<file path="src/rtl/mips_pipe_pkg.sv">
// mips_pipe_pkg
//   Shared definitions for the five-stage MIPS pipeline register bank:
//   reset/bubble defaults, instruction field positions, the per-stage
//   {instruction, link value} record and small helpers on it.
package mips_pipe_pkg;

  localparam logic [31:0] DEFAULT_RESET_PC = 32'h0000_3000;
  // sll $0,$0,0
  localparam logic [31:0] DEFAULT_NOP_WORD = 32'h0000_0000;

  // Instruction field positions
  localparam int unsigned OP_MSB    = 31;
  localparam int unsigned OP_LSB    = 26;
  localparam int unsigned RS_MSB    = 25;
  localparam int unsigned RS_LSB    = 21;
  localparam int unsigned RT_MSB    = 20;
  localparam int unsigned RT_LSB    = 16;
  localparam int unsigned RD_MSB    = 15;
  localparam int unsigned RD_LSB    = 11;
  localparam int unsigned FUNCT_MSB = 5;
  localparam int unsigned FUNCT_LSB = 0;

  typedef struct packed {
    logic [31:0] ins;
    logic [31:0] pc8;
  } stage_t;

  // Contents of a stage holding an injected bubble (also the reset value).
  function automatic stage_t bubbleStage(input logic [31:0] nopWord);
    stage_t s;
    s.ins = nopWord;
    s.pc8 = '0;
    return s;
  endfunction

  function automatic logic [5:0] opField(input logic [31:0] ins);
    return ins[OP_MSB:OP_LSB];
  endfunction

  function automatic logic [5:0] functField(input logic [31:0] ins);
    return ins[FUNCT_MSB:FUNCT_LSB];
  endfunction

endpackage

</file>
<file path="src/rtl/pipe_stage_reg.sv">
// pipe_stage_reg
//   One pipeline stage register carrying {instruction word, PC+8}.
//   Ports:
//     clk    rising-edge clock
//     reset  asynchronous active-high reset, loads the bubble value
//     en     load d when high, hold when low
//     clr    load the bubble value (takes priority over en)
//     d      incoming stage record
//     q      registered stage record
module pipe_stage_reg
  import mips_pipe_pkg::*;
#(
  parameter logic [31:0] NOP_WORD = DEFAULT_NOP_WORD
) (
  input  logic   clk,
  input  logic   reset,
  input  logic   en,
  input  logic   clr,
  input  stage_t d,
  output stage_t q
);

  always_ff @(posedge clk or posedge reset) begin
    if (reset) begin
      q <= bubbleStage(NOP_WORD);
    end else if (clr) begin
      q <= bubbleStage(NOP_WORD);
    end else if (en) begin
      q <= d;
    end
  end

endmodule

</file>
<file path="src/rtl/pipe_ins_tracker.sv">
// pipe_ins_tracker
//   Instruction/PC pipeline register bank for the five-stage MIPS core.
//   Holds the fetch PC and carries each instruction word and its PC+8 link
//   value through D, E, M and W. A stall freezes PC and D and injects a
//   bubble into E; a redirect (ignored while stalled) loads the fetch PC
//   with the word-aligned target at the next edge. The delay-slot word
//   fetched in the redirect cycle still enters D.
//   Ports:
//     clk, reset          clock, asynchronous active-high reset
//     InsF                instruction read from IM at PCF
//     stall, redirect     hazard-unit stall, taken branch/jump in D
//     targetD             redirect target (bits [1:0] ignored)
//     PCF                 fetch address
//     InsD/E/M/W          stage instruction words
//     PC8D/E/M/W          stage link values (fetch PC + 8)
//     bubbleE             InsE holds an injected bubble
//   Build option PIPE_PERF_CNT_EN adds wrapping 32-bit counters
//     cycle_cnt, stall_cnt, redirect_cnt (unstalled redirects).
module pipe_ins_tracker
  import mips_pipe_pkg::*;
#(
  parameter logic [31:0] RESET_PC = DEFAULT_RESET_PC,
  parameter logic [31:0] NOP_WORD = DEFAULT_NOP_WORD
) (
  input  logic        clk,
  input  logic        reset,
  input  logic [31:0] InsF,
  input  logic        stall,
  input  logic        redirect,
  input  logic [31:0] targetD,
  output logic [31:0] PCF,
  output logic [31:0] InsD,
  output logic [31:0] InsE,
  output logic [31:0] InsM,
  output logic [31:0] InsW,
  output logic [31:0] PC8D,
  output logic [31:0] PC8E,
  output logic [31:0] PC8M,
  output logic [31:0] PC8W,
  output logic        bubbleE
`ifdef PIPE_PERF_CNT_EN
  ,
  output logic [31:0] cycle_cnt,
  output logic [31:0] stall_cnt,
  output logic [31:0] redirect_cnt
`endif
);

  logic [31:0] pcNext;
  stage_t      stageF, stageD, stageE, stageM, stageW;

  // Alignment bits of the target are dropped by design.
  logic        unusedTargetLsbs;
  assign unusedTargetLsbs = ^targetD[1:0];

  // Fetch PC and next-PC selection; stall has priority over redirect.
  always_comb begin
    pcNext = PCF + 32'd4;
    if (stall) begin
      pcNext = PCF;
    end else if (redirect) begin
      pcNext = {targetD[31:2], 2'b00};
    end
  end

  always_ff @(posedge clk or posedge reset) begin
    if (reset) begin
      PCF <= RESET_PC;
    end else begin
      PCF <= pcNext;
    end
  end

  always_comb begin
    stageF.ins = InsF;
    stageF.pc8 = PCF + 32'd8;
  end

  pipe_stage_reg #(.NOP_WORD(NOP_WORD)) uStageD (
    .clk(clk), .reset(reset), .en(~stall), .clr(1'b0), .d(stageF), .q(stageD)
  );

  pipe_stage_reg #(.NOP_WORD(NOP_WORD)) uStageE (
    .clk(clk), .reset(reset), .en(1'b1), .clr(stall), .d(stageD), .q(stageE)
  );

  pipe_stage_reg #(.NOP_WORD(NOP_WORD)) uStageM (
    .clk(clk), .reset(reset), .en(1'b1), .clr(1'b0), .d(stageE), .q(stageM)
  );

  pipe_stage_reg #(.NOP_WORD(NOP_WORD)) uStageW (
    .clk(clk), .reset(reset), .en(1'b1), .clr(1'b0), .d(stageM), .q(stageW)
  );

  always_ff @(posedge clk or posedge reset) begin
    if (reset) begin
      bubbleE <= 1'b0;
    end else begin
      bubbleE <= stall;
    end
  end

  always_comb begin
    InsD = stageD.ins;
    InsE = stageE.ins;
    InsM = stageM.ins;
    InsW = stageW.ins;
    PC8D = stageD.pc8;
    PC8E = stageE.pc8;
    PC8M = stageM.pc8;
    PC8W = stageW.pc8;
  end

`ifdef PIPE_PERF_CNT_EN
  always_ff @(posedge clk or posedge reset) begin
    if (reset) begin
      cycle_cnt    <= '0;
      stall_cnt    <= '0;
      redirect_cnt <= '0;
    end else begin
      cycle_cnt <= cycle_cnt + 32'd1;
      if (stall) begin
        stall_cnt <= stall_cnt + 32'd1;
      end
      if (redirect && !stall) begin
        redirect_cnt <= redirect_cnt + 32'd1;
      end
    end
  end
`endif

endmodule
</file>
<file path="config.mk">
export PLATFORM = sky130hd
export DESIGN_NAME = pipe_ins_tracker
export DESIGN_NICKNAME = d
export VERILOG_FILES = /design/src/rtl/mips_pipe_pkg.sv /design/src/rtl/pipe_stage_reg.sv /design/src/rtl/pipe_ins_tracker.sv
export SDC_FILE = /design/constraint.sdc
export NUM_CORES = 1
export LEC_CHECK = 0
export ABC_CLOCK_PERIOD_IN_PS = 13000
export CORE_UTILIZATION = 35
export CTS_BUF_LIST = sky130_fd_sc_hd__clkbuf_8 sky130_fd_sc_hd__clkbuf_16
export CTS_CLUSTER_DIAMETER = 50
export DETAILED_ROUTE_END_ITERATION = 6
export PLACE_DENSITY = 0.65
export SYNTH_ARGS = -nofsm -noshare
export SYNTH_HDL_FRONTEND = slang
export SYNTH_SLANG_ARGS = --single-unit
</file>
<file path="constraint.sdc">
create_clock -name clk -period 13 [get_ports clk]
set_input_delay 2.6 -clock clk [delete_from_list [all_inputs] [get_ports clk]]
set_output_delay 2.6 -clock clk [all_outputs]
set_load 0.05 [all_outputs]
</file>
==> key figures, run 1 <==
Layout
  • Fin area: 14960 sq um
  • Layout Nets: 1157
  • Share of post-route cells with drive strength above 1: 9.820%
  • Area of the multi-input gates: 2644 sq um
  • Fillers: 2433
  • Synthesis-to-layout area growth: 49.79%
  • Seq. cell area: 7059 sq um

Setup path
  • Crit path capture type: output port
  • R2R cell count: 6
  • CP max stage delay: 930 ps
  • R2R Setup Slk: 10460 ps
  • R2R Path Start: PCF[4]
  • Buf/Inv on CP: 1
  • R2R Path End: PCF[31]
  • Critical Path RT: 10400 ps
  • Crit path max fanout: 12
  • Critical path's slowest cell: clkdlybuf4s50_1
  • CP Cell Sequence: clkdlybuf4s50_1
  • Critical Path Start Type: flip-flop
  • Delay-heaviest family, CP: buffers and inverters
  • Crit path arrival time: 2070 ps
  • Setup Crit Path Kind: reg2out

Worst hold path
  • WHS Path Cells: 0
  • Hold endpoint: uStageM.q[27]
  • Worst hold path class: reg2reg
  • Hold_sp: uStageE.q[27]

Global routing
  • Met2 GRT Util: 29.12%
  • Largest net degree at the start of global routing: 164
  • Initial antenna violation count: 2
  • Met3 Use GR: 4.719%
  • All-layer global routing usage: 18.26%
  • Vias in the first global route: 6816
  • First-pass GRT wire length: 40620 um
  • Grt total ovfl: 0
  • M1 GR Usage: 24.11%
  • GRT busiest layer: met2

Floorplan
  • Die ar.: 29210 sq um
  • Die height: 170.9 um
  • # rows: 61
  • Ports: 357
  • Core area: 27930 sq um
  • Die width: 170.9 um
  • Initial core utilization: 35.74%

STA
  • Slew Limit Fails: 0
  • F_max: 0.2141 GHz
  • Slew margin rel.: 39.64%
  • TNS Setup: 0 ps
  • Worst slew pin tran: 905.4 ps
  • Layout Skew: 7.563 ps
  • # setup viols final: 0
  • Fin crit share: 35.93%
  • Post-route minimum period: 4671 ps
  • RSZ-0062 raised after global routing: no
  • Fin. Hold Viols: 0

Drt
  • Routed Antenna Nets: 0
  • Vias per cell: 4.760
  • Via count: 7093
  • Mean routed wirelength per cell: 18.38 um
  • DRT Pass-1 Iters: 6
  • 1st-iter DRT viols: 541
  • Final wirelength: 27380 um
  • DRC: 0

Synthesis
  • Commonest register cell after synthesis: dfrtp_1
  • Synth Area in Compound Gates: 6.579%
  • Simple-Gate Fraction of Synth Area: 12.94%
  • Mean post-synth cell area: 13.38 sq um
  • EDFF count, synth: 0
  • Post-synth top area cell: dfrtp_1
  • Synth top area share: 70.18%
  • Post-Syn Instances: 746
  • Multiplexer share of the synthesized area: 4.148%
  • Synth warn: 0
  • Unique masters post-synth: 58
  • Post-Synth Adder-Cell Area: 0.2506%
  • Synth Area in XOR/XNOR: 2.368%
  • Post-Syn Area: 9985 sq um
  • Combinational family with the most area after synthesis: simple AND/OR/NAND/NOR gates
  • Async set or reset register ratio after synthesis: 100.0%
  • Yosys reg bits: 282
  • Ranking of synthesized cells by area: dfrtp_1, nor2b_1, mux2_2
  • Seq/Total Area, Yosys: 70.70%

Run status
  • Status: finished, final reports clean

Power
  • Static Leak: 6.337 nW
  • Worst ir drop on vdd: 0.00009471 V
  • PwrDens: 180.5 nW/um^2

Clocking
  • Max Root-Sink Buffers: 3
  • Post-cts resize count: 0
  • Total CTS buffers: 37
  • CTS sink cnt: 282
  • Clk slew on worst S/H paths: 50 ps
  • Postcts setup bufs: 0
  • Worst-Skew Late Latency: 510 ps
  • H-tree Lvls: 2
  • CTS tree: yes
  • Hold-fix buffers, CTS: 0
  • Root Driver: clkbuf_16

Place
  • RD Place Congestion: 0.7995
  • Placed cell area: 13740 sq um
  • Port Buffers: 350
  • DP HPWL: 19130 um

Flow run
  • MaxCap Viol Count: 0
-- layout by cell type, fill, tap and decap left out, types with 15 or more instances in the layout --
cell / instances
clkbuf_16: 39
clkdlybuf4s50_1: 348
dfrtp_1: 280
mux2_2: 35
nand2_1: 59
nand4_1: 18
nor2_1: 23
nor2b_1: 64
o21ai_0: 51
xnor2_1: 15
-- per-stage QoR --
| stage | setup WS (ps) | instances | hold WS, ps | power [mW] | utilization, % |
|---|---|---|---|---|---|
| after floorplan | 2624 | 750 | 641.9 | 1.480 | - |
| after global placement | 7924 | 1426 | 355.1 | 1.727 | 49.20 |
| after detailed placement | 7889 | 1426 | 357.9 | 1.735 | 49.20 |
| after CTS | 8306 | 1488 | 365.8 | 2.730 | 53.52 |
| after global routing | 8167 | 1490 | 374.0 | 2.797 | 53.54 |
| final | 8329 | 1490 | 367.6 | 2.699 | 53.54 |
-- layout make-up --
class	count	share of cell area (%)
Sequential cell	282	47.20
Timing Repair Buffer	353	23.63
Multi-Input combinational cell	406	17.68
Clock buffer	43	6.894
Tap cell	378	3.162
Clock inverter	19	1.171
Inverter	7	0.2259
Antenna cell	2	0.03346
-- worst max-delay path by stage --
| stage | cells after the start | end | start | slack (ps) |
|---|---|---|---|---|
| 2_1_floorplan | 1 | PCF[10] | reset | 2620 |
| 3_3_place_gp | 6 | PCF[16] | stall | 7920 |
| 5_1_grt | 6 | PCF[16] | stall | 8170 |
| 3_5_place_dp | 6 | PCF[18] | stall | 7890 |
| 4_1_cts | 1 | PCF[14] | PCF[14] | 8310 |
| 6_report | 1 | PCF[14] | PCF[14] | 8330 |
-- synth_stat cells (3+ instances only) --
cell,number
a31oi_1,3
nand4_1,18
nor4b_1,4
a32oi_1,3
and4_1,6
o21ai_0,51
a22oi_1,4
mux2_2,35
nor2_1,23
and3_1,7
xor2_1,12
buf_2,9
dfrtp_1,280
nor2b_1,64
buf_4,14
clkbuf_1,32
nor3b_1,3
inv_1,6
nand2_1,59
a21oi_1,13
o311ai_0,3
nor4_1,10
a211oi_1,5
nand3_1,9
xnor2_1,15
nor3_1,14
o22ai_1,3
a311oi_1,3
-- cell families (layout without fill, tap and decap cells) --
logic type	count (synthesis)	after routing
flip-flops	282	282
buffers and inverters	62	422
XOR/XNOR	27	27
AO/OA/AOI/OAI	105	105
multiplexers	37	37
adder cells (fa/ha/maj)	2	2
AND/OR/NAND/NOR	230	230
other	1	7
-- state kept, by name, summed over array words and instances (netlist names) --
signal     count
PCF           30
uStageD.q     62
uStageW.q     63
bubbleE        1
uStageE.q     63
uStageM.q     63
-- per-layer routing --
metal / wire [um] / share of wire [%]
met1: 11250 / 41
met2: 13280 / 49
met3: 2188 / 8.0
met4: 663 / 2.4
met5: 0 / 0
-- power breakdown --
| group | switching, mW | internal [mW] | leakage, nW |
|---|---|---|---|
| logic | 0.451 | 0.215 | 2.16 |
| registers | 0.0792 | 0.969 | 3.56 |
| clock network | 0.376 | 0.609 | 0.617 |
| total | 0.906 | 1.79 | 6.34 |
No activity file was read; power rests on OpenSTA's default activity.
==> run 2, diff against run 1 <==
ABC_CLOCK_PERIOD_IN_PS = 4700   (was 13000)
clock period = 4.7 ns   (was 13 ns; I/O delays follow)
==> key figures, run 2 (synthesis gave the netlist of run 1 again) <==
Place
  • DP HPWL: 19210 um
  • Post-placement worst setup slack: 1739 ps
  • Port Buffers: 350
  • RD Place Congestion: 0.8125

Setup path
  • Delay-heaviest family, CP: buffers and inverters
  • Critical path's slowest cell: clkdlybuf4s50_1
  • Setup Crit Path Kind: reg2out
  • Critical Path Start Type: flip-flop
  • Crit path max fanout: 9
  • Buf/Inv on CP: 1
  • Critical Path RT: 3760 ps
  • Crit path capture type: output port
  • Crit path arrival time: 2020 ps
  • R2R cell count: 6
  • R2R Path Start: PCF[4]
  • Crit path to: PCF[13]
  • Worst Setup SP: PCF[13]
  • R2R Path End: PCF[31]
  • CP max stage delay: 880 ps
  • Crit. path cell count: 1
  • CP Cell Sequence: clkdlybuf4s50_1
  • R2R Setup Slk: 2220 ps

Global routing
  • First-pass GRT wire length: 40710 um
  • Largest net degree at the start of global routing: 166
  • GRT busiest layer: met2
  • Vias in the first global route: 6775
  • Met3 Use GR: 4.765%
  • All-layer global routing usage: 18.34%
  • Initial antenna violation count: 2
  • Met2 GRT Util: 29.92%
  • M1 GR Usage: 23.86%
  • Grt total ovfl: 0

Worst hold path
  • WHS Path Cells: 0
  • Worst hold path class: reg2reg

Drt
  • 1st-iter DRT viols: 501
  • DRC: 0
  • Vias per cell: 4.741
  • Via count: 7055
  • Final wirelength: 27120 um
  • Mean routed wirelength per cell: 18.23 um
  • DRT Pass-1 Iters: 5
  • Routed Antenna Nets: 0

Floorplan
  • Die ar.: 29210 sq um
  • Die height: 170.9 um
  • Initial core utilization: 35.74%
  • # rows: 61
  • Core area: 27930 sq um
  • Ports: 357
  • Die width: 170.9 um

Clocking
  • CTS sink cnt: 282
  • Post-cts resize count: 0
  • Worst-Skew Late Latency: 510 ps
  • Root Driver: clkbuf_16
  • Clk slew on worst S/H paths: 60 ps
  • CTS tree: yes
  • H-tree Lvls: 2
  • Hold-fix buffers, CTS: 0
  • Total CTS buffers: 36
  • Max Root-Sink Buffers: 3
  • Postcts setup bufs: 0

Run status
  • Status: finished, final reports clean

Power
  • Power Total: 7.353 mW
  • PwrDens: 492.9 nW/um^2
  • Static Leak: 6.309 nW
  • Worst ir drop on vdd: 0.0002961 V

Layout
  • Inserted Diodes: 0
  • Final core occ: 53.40%
  • Layout Nets: 1158
  • Fillers: 2445
  • Most common cell after layout, fill and taps aside: clkdlybuf4s50_1
  • Synthesis-to-layout area growth: 49.41%
  • Most frequent cells in the layout: clkdlybuf4s50_1, dfrtp_1, nor2b_1, nand2_1, o21ai_0
  • Share of post-route cells with drive strength above 1: 9.910%
  • Largest registers: uStageE.q (63), uStageM.q (63), uStageW.q (63)

STA
  • Post-route minimum period: 2957 ps
  • F_max: 0.3382 GHz
  • RSZ-0062 raised after global routing: no
  • Layout Skew: 16.55 ps
  • Worst slew pin tran: 956.6 ps
  • # setup viols final: 0
  • Slew margin rel.: 35.64%
  • Fin. Hold Viols: 0
  • TNS Setup: 0 ps
  • Final setup margin: 1743 ps
  • Slew Limit Fails: 0
  • Fin crit share: 62.91%
  • Min Hold Slack: 363.7 ps

Flow run
  • MaxCap Viol Count: 0
run 2: through the flow:
stage          area (sq um)  std cells
3_3_place_gp          13770       1428
4_1_cts               14920       1488
2_1_floorplan         10000        750
3_5_place_dp          13770       1428
6_report              14920       1488
5_1_grt               14920       1488
run 2: cell type report:
class | count | area (sq um) | area share (%)
Inverter | 7 | 30.03 | 0.2013
Multi-Input combinational cell | 406 | 2644 | 17.72
Sequential cell | 282 | 7059 | 47.32
Tap cell | 378 | 473.0 | 3.170
Clock buffer | 43 | 1008 | 6.760
Timing Repair Buffer | 355 | 3562 | 23.88
Clock inverter | 17 | 141.4 | 0.9477
run 2: report_power, final:
| group | switching [mW] | leakage [nW] | internal, mW | total (mW) |
|---|---|---|---|---|
| combinational | 1.25 | 2.17 | 0.597 | 1.84 |
| clock | 1.02 | 0.580 | 1.59 | 2.61 |
| sequential | 0.216 | 3.56 | 2.68 | 2.90 |
run 2: how the worst min path moves through the flow:
stage,startpoint,end
after floorplan,PCF[2],PCF[2]
after CTS,uStageE.q[27],uStageM.q[27]
after global routing,uStageE.q[27],uStageM.q[27]
after global placement,uStageM.q[45],uStageW.q[45]
final,uStageE.q[27],uStageM.q[27]
after detailed placement,uStageE.q[34],uStageM.q[34]
run 2: routing by layer:
layer / vias to the layer above / wire (um)
met5: - / 13
met2: 298 / 13400
met3: 57 / 2132
met4: 2 / 619
met1: 3441 / 10960
li1: 3257 / -
==> run 3, diff against run 2 <==
ABC_CLOCK_PERIOD_IN_PS = 3000   (was 4700)
clock period = 3 ns   (was 4.7 ns; I/O delays follow)
==> key figures, run 3 (synthesis gave the netlist of run 1 again) <==
Clocking
  • CTS tree: yes
  • Root Driver: clkbuf_16
  • Worst-Skew Late Latency: 520 ps
  • H-tree Lvls: 2
  • Max Root-Sink Buffers: 3
  • Postcts setup bufs: 0
  • Clk slew on worst S/H paths: 60 ps
  • Hold-fix buffers, CTS: 0
  • CTS sink cnt: 282
  • Post-cts resize count: 0
  • Total CTS buffers: 37

Global routing
  • First-pass GRT wire length: 40990 um
  • Grt total ovfl: 0
  • Vias in the first global route: 6916
  • Initial antenna violation count: 0
  • Largest net degree at the start of global routing: 162
  • All-layer global routing usage: 18.48%

Floorplan
  • # rows: 61
  • Die width: 170.9 um
  • Initial core utilization: 35.74%
  • Die ar.: 29210 sq um
  • Ports: 357
  • Die height: 170.9 um
  • Core area: 27930 sq um

Drt
  • DRC: 0
  • DRT Pass-1 Iters: 4
  • Vias per cell: 4.716
  • Final wirelength: 27550 um
  • 1st-iter DRT viols: 495
  • Mean routed wirelength per cell: 18.38 um
  • Routed Antenna Nets: 0
  • Via count: 7069

Setup path
  • Buf/Inv on CP: 1
  • Critical path's slowest cell: clkdlybuf4s50_1
  • R2R Setup Slk: 670 ps
  • Crit path capture type: output port
  • Critical Path RT: 2400 ps
  • CP max stage delay: 920 ps
  • CP Cell Sequence: clkdlybuf4s50_1
  • Crit path arrival time: 2020 ps
  • R2R cell count: 7
  • Crit path max fanout: 13
  • Setup Crit Path Kind: reg2out
  • R2R Path Start: PCF[4]
  • Critical Path Start Type: flip-flop
  • Delay-heaviest family, CP: buffers and inverters
  • R2R Path End: PCF[31]

Layout
  • Most frequent cells in the layout: clkdlybuf4s50_1, dfrtp_1, nor2b_1, nand2_1, o21ai_0
  • Most common cell after layout, fill and taps aside: clkdlybuf4s50_1
  • Layout Nets: 1167
  • Fillers: 2412
  • Final core occ: 53.79%
  • Inserted Diodes: 0
  • Share of post-route cells with drive strength above 1: 10.88%
  • Synthesis-to-layout area growth: 50.50%
  • Layout Cells excl Fill: 1499
  • Largest registers: uStageE.q (63), uStageM.q (63), uStageW.q (63)

STA
  • Final setup margin: 378.3 ps
  • RSZ-0062 raised after global routing: no
  • # setup viols final: 0
  • Post-route minimum period: 2622 ps
  • F_max: 0.3814 GHz
  • Layout Skew: 13.15 ps
  • TNS Setup: 0 ps
  • Fin. Hold Viols: 0
  • Min Hold Slack: 366.7 ps
  • Worst slew pin tran: 840.4 ps
  • Slew margin rel.: 43.76%
  • Fin crit share: 87.39%
  • Slew Limit Fails: 0

Worst hold path
  • Worst hold path class: reg2reg
  • Hold endpoint: uStageW.q[35]
  • Hold_sp: uStageM.q[35]
  • WHS Path Cells: 0

Flow run
  • MaxCap Viol Count: 0

Place
  • Post-placement worst setup slack: 706.1 ps
  • Port Buffers: 350
  • Placed insts: 1436
  • DP HPWL: 19520 um
  • RD Place Congestion: 0.8065

Power
  • PwrDens: 775.7 nW/um^2
  • Worst ir drop on vdd: 0.0002963 V
  • Static Leak: 6.366 nW

Run status
  • Status: finished, final reports clean
## run 3: worst max-delay path by stage
| stage | startpoint | end | slack, ps | cells after the start |
|---|---|---|---|---|
| after floorplan | reset | PCF[10] | -1330 | 1 |
| after global placement | PCF[4] | PCF[31] | 750 | 7 |
| after detailed placement | PCF[4] | PCF[31] | 710 | 7 |
| after CTS | PCF[14] | PCF[14] | 360 | 1 |
| after global routing | PCF[10] | PCF[10] | 310 | 1 |
| final | PCF[10] | PCF[10] | 380 | 1 |
## run 3: layer usage
metal | global-route usage [%] | routed length [um]
met1 | 24.11 | 11360
met2 | 29.42 | 13430
met3 | 4.858 | 2038
met4 | 7.143 | 716
met5 | 0 | 0
## run 3: cell type report
type	count	area, sq um	area share [%]
clock inverter	21	168.9	1.124
multi-input combinational	406	2644	17.59
timing repair buffer	363	3635	24.19
sequential	282	7059	46.98
inverter	7	30.03	0.1998
tap	378	473.0	3.147
clock buffer	42	1017	6.769
## run 3: through the flow
step	cell area, sq um	power (mW)
after floorplan	10000	6.413
after global placement	13840	7.502
after detailed placement	13840	7.535
after CTS	15030	11.78
after global routing	15030	12.10
final	15030	11.66
## run 3: where the power goes
part / switching, mW / internal, mW
Clock: 1.67 / 2.54
Sequential: 0.337 / 4.20
Combinational: 1.97 / 0.946
==> variant, RTL diff (flow settings as in run 3) <==
Register the input `targetD` before use, cleared by the reset. The logic sees it one clock later. The other inputs are not delayed to match.
--- a/src/rtl/pipe_ins_tracker.sv
+++ b/src/rtl/pipe_ins_tracker.sv
@@ -46,12 +46,22 @@
 `endif
 );
 
+  logic [31:0] targetD_q;
+
+  always_ff @(posedge clk or posedge reset) begin
+    if (reset) begin
+      targetD_q <= '0;
+    end else begin
+      targetD_q <= targetD;
+    end
+  end
+
   logic [31:0] pcNext;
   stage_t      stageF, stageD, stageE, stageM, stageW;
 
   // Alignment bits of the target are dropped by design.
   logic        unusedTargetLsbs;
-  assign unusedTargetLsbs = ^targetD[1:0];
+  assign unusedTargetLsbs = ^targetD_q[1:0];
 
   // Fetch PC and next-PC selection; stall has priority over redirect.
   always_comb begin
@@ -59,7 +69,7 @@
     if (stall) begin
       pcNext = PCF;
     end else if (redirect) begin
-      pcNext = {targetD[31:2], 2'b00};
+      pcNext = {targetD_q[31:2], 2'b00};
     end
   end
 
Behaviour: not the same (Yosys sat finds a counterexample within 4 cycles, from zero or initial values and one cycle with reset high).
==> variant against run 3 <==
Wire length is 5.3% higher; cell count increased by 3.4%; sequential share of layout area grew 1.9 points; synthesized area grew 7.5%; design area is 6.3% higher; clock skew grew 0.0034 ns; total power grew 8.0%; worst setup slack got worse by 0.0044 ns; worst hold slack worse by 0.00095 ns; sequential cell count increased by 30.
==> variant: results (changes against run 3) <==
WORSTMARGINPINSLEW_NS=1.02  # was 0.840 ns
WORST_SETUP_PATH_STARTPOINT='PCF[21]'  # was PCF[10]
NNETSFINAL=1201  # was 1,167
SYNTH.TOP_CELLS.BY_COUNT='310 x sky130_fd_sc_hd__dfrtp_1, 64 x sky130_fd_sc_hd__nor2b_1, 59 x sky130_fd_sc_hd__nand2_1'  # was 280 x sky130_fd_sc_hd__dfrtp_1, 64 x sky130_fd_sc_hd__nor2b_1, 59 x sky130_fd_sc_hd__nand2_1
WORSTHOLDENDPOINT='uStageW.q[31]'  # was uStageW.q[35]
PLACE_CONGESTION=0.852  # was 0.807
ROUTE.VIAS.TOTAL=7321  # was 7,069
WORST-R2R-SETUP-SLACK_NS=0.74  # was 0.67 ns
IR_DROP_mV=0.335  # was 0.296 mV
GRT_USE_MET2_PCT=29.7  # was 29.4%
FINALCLOCKSKEW_NS=0.0165  # was 0.0131 ns
FILLCELLCOUNT=2550  # was 2,412
FF2FF_PATH_DEPTH=5  # was 7
R2R-START='PCF[14]'  # was PCF[4]
TIMING.HOLD.WORST.START='uStageM.q[31]'  # was uStageM.q[35]
GRT_ANTENNA_BEFORE_REPAIR=1  # was 0
NUMCTSBUFFERS=39  # was 37
OUTCOME='finished clean'  # unchanged
CRIT_PATH_END='PCF[21]'  # was PCF[10]
SYNTHESIS.AREA_PER_INSTANCE_UM2=13.8  # was 13.4 um2
STATIC-LEAKAGE-POWER_nW=6.82  # was 6.37 nW
FINAL_MIN_PERIOD_OVER_CLOCK_PERIOD_PCT=87.5  # was 87.4%
FIN_HOLD_WS_NS=0.366  # was 0.367 ns
DETAILEDROUTE.FIRSTITERATIONVIOLATIONS=508  # was 495
SYNTHTOPCELLSBYAREA='sky130_fd_sc_hd__dfrtp_1 72%, sky130_fd_sc_hd__nor2b_1 3.7%, sky130_fd_sc_hd__mux2_2 3.7%, sky130_fd_sc_hd__o21ai_0 2.4%, sky130_fd_sc_hd__nand2_1 2.1%'  # was sky130_fd_sc_hd__dfrtp_1 70%, sky130_fd_sc_hd__nor2b_1 4.0%, sky130_fd_sc_hd__mux2_2 3.9%, sky130_fd_sc_hd__o21ai_0 2.6%, sky130_fd_sc_hd__nand2_1 2.2%
PLACED_AREA_UM2=14600  # was 13,800 um2
variant: logic make-up after synthesis:
logic type                 synth area share [%]
AOI/OAI and AO/OA                          6.12
xor gates and xnor gates                   2.20
adders and majority gates                 0.233
buffers and inverters                      2.76
DFF                                        72.8
muxes                                      3.86
other                                    0.0349
and+or+nand+nor                            12.0
variant: where the power goes:
| part | switching [W] | internal, W | leakage [nW] |
|---|---|---|---|
| Clock | 0.00180 | 0.00288 | 0.680 |
| Sequential | 0.000353 | 0.00462 | 3.91 |
| Combinational | 0.00198 | 0.000948 | 2.22 |
| Total | 0.00413 | 0.00845 | 6.82 |
variant: area by class of cell:
cell class	count	area, um2	area share [%]
Clock buffer	49	1140	7.11
Tap cell	390	488	3.06
Inverter	7	30.0	0.188
Clock inverter	20	193	1.21
Sequential cell	312	7810	48.9
Antenna cell	1	2.50	0.0157
Multi-Input combinational cell	406	2640	16.6
Timing Repair Buffer	365	3670	23.0
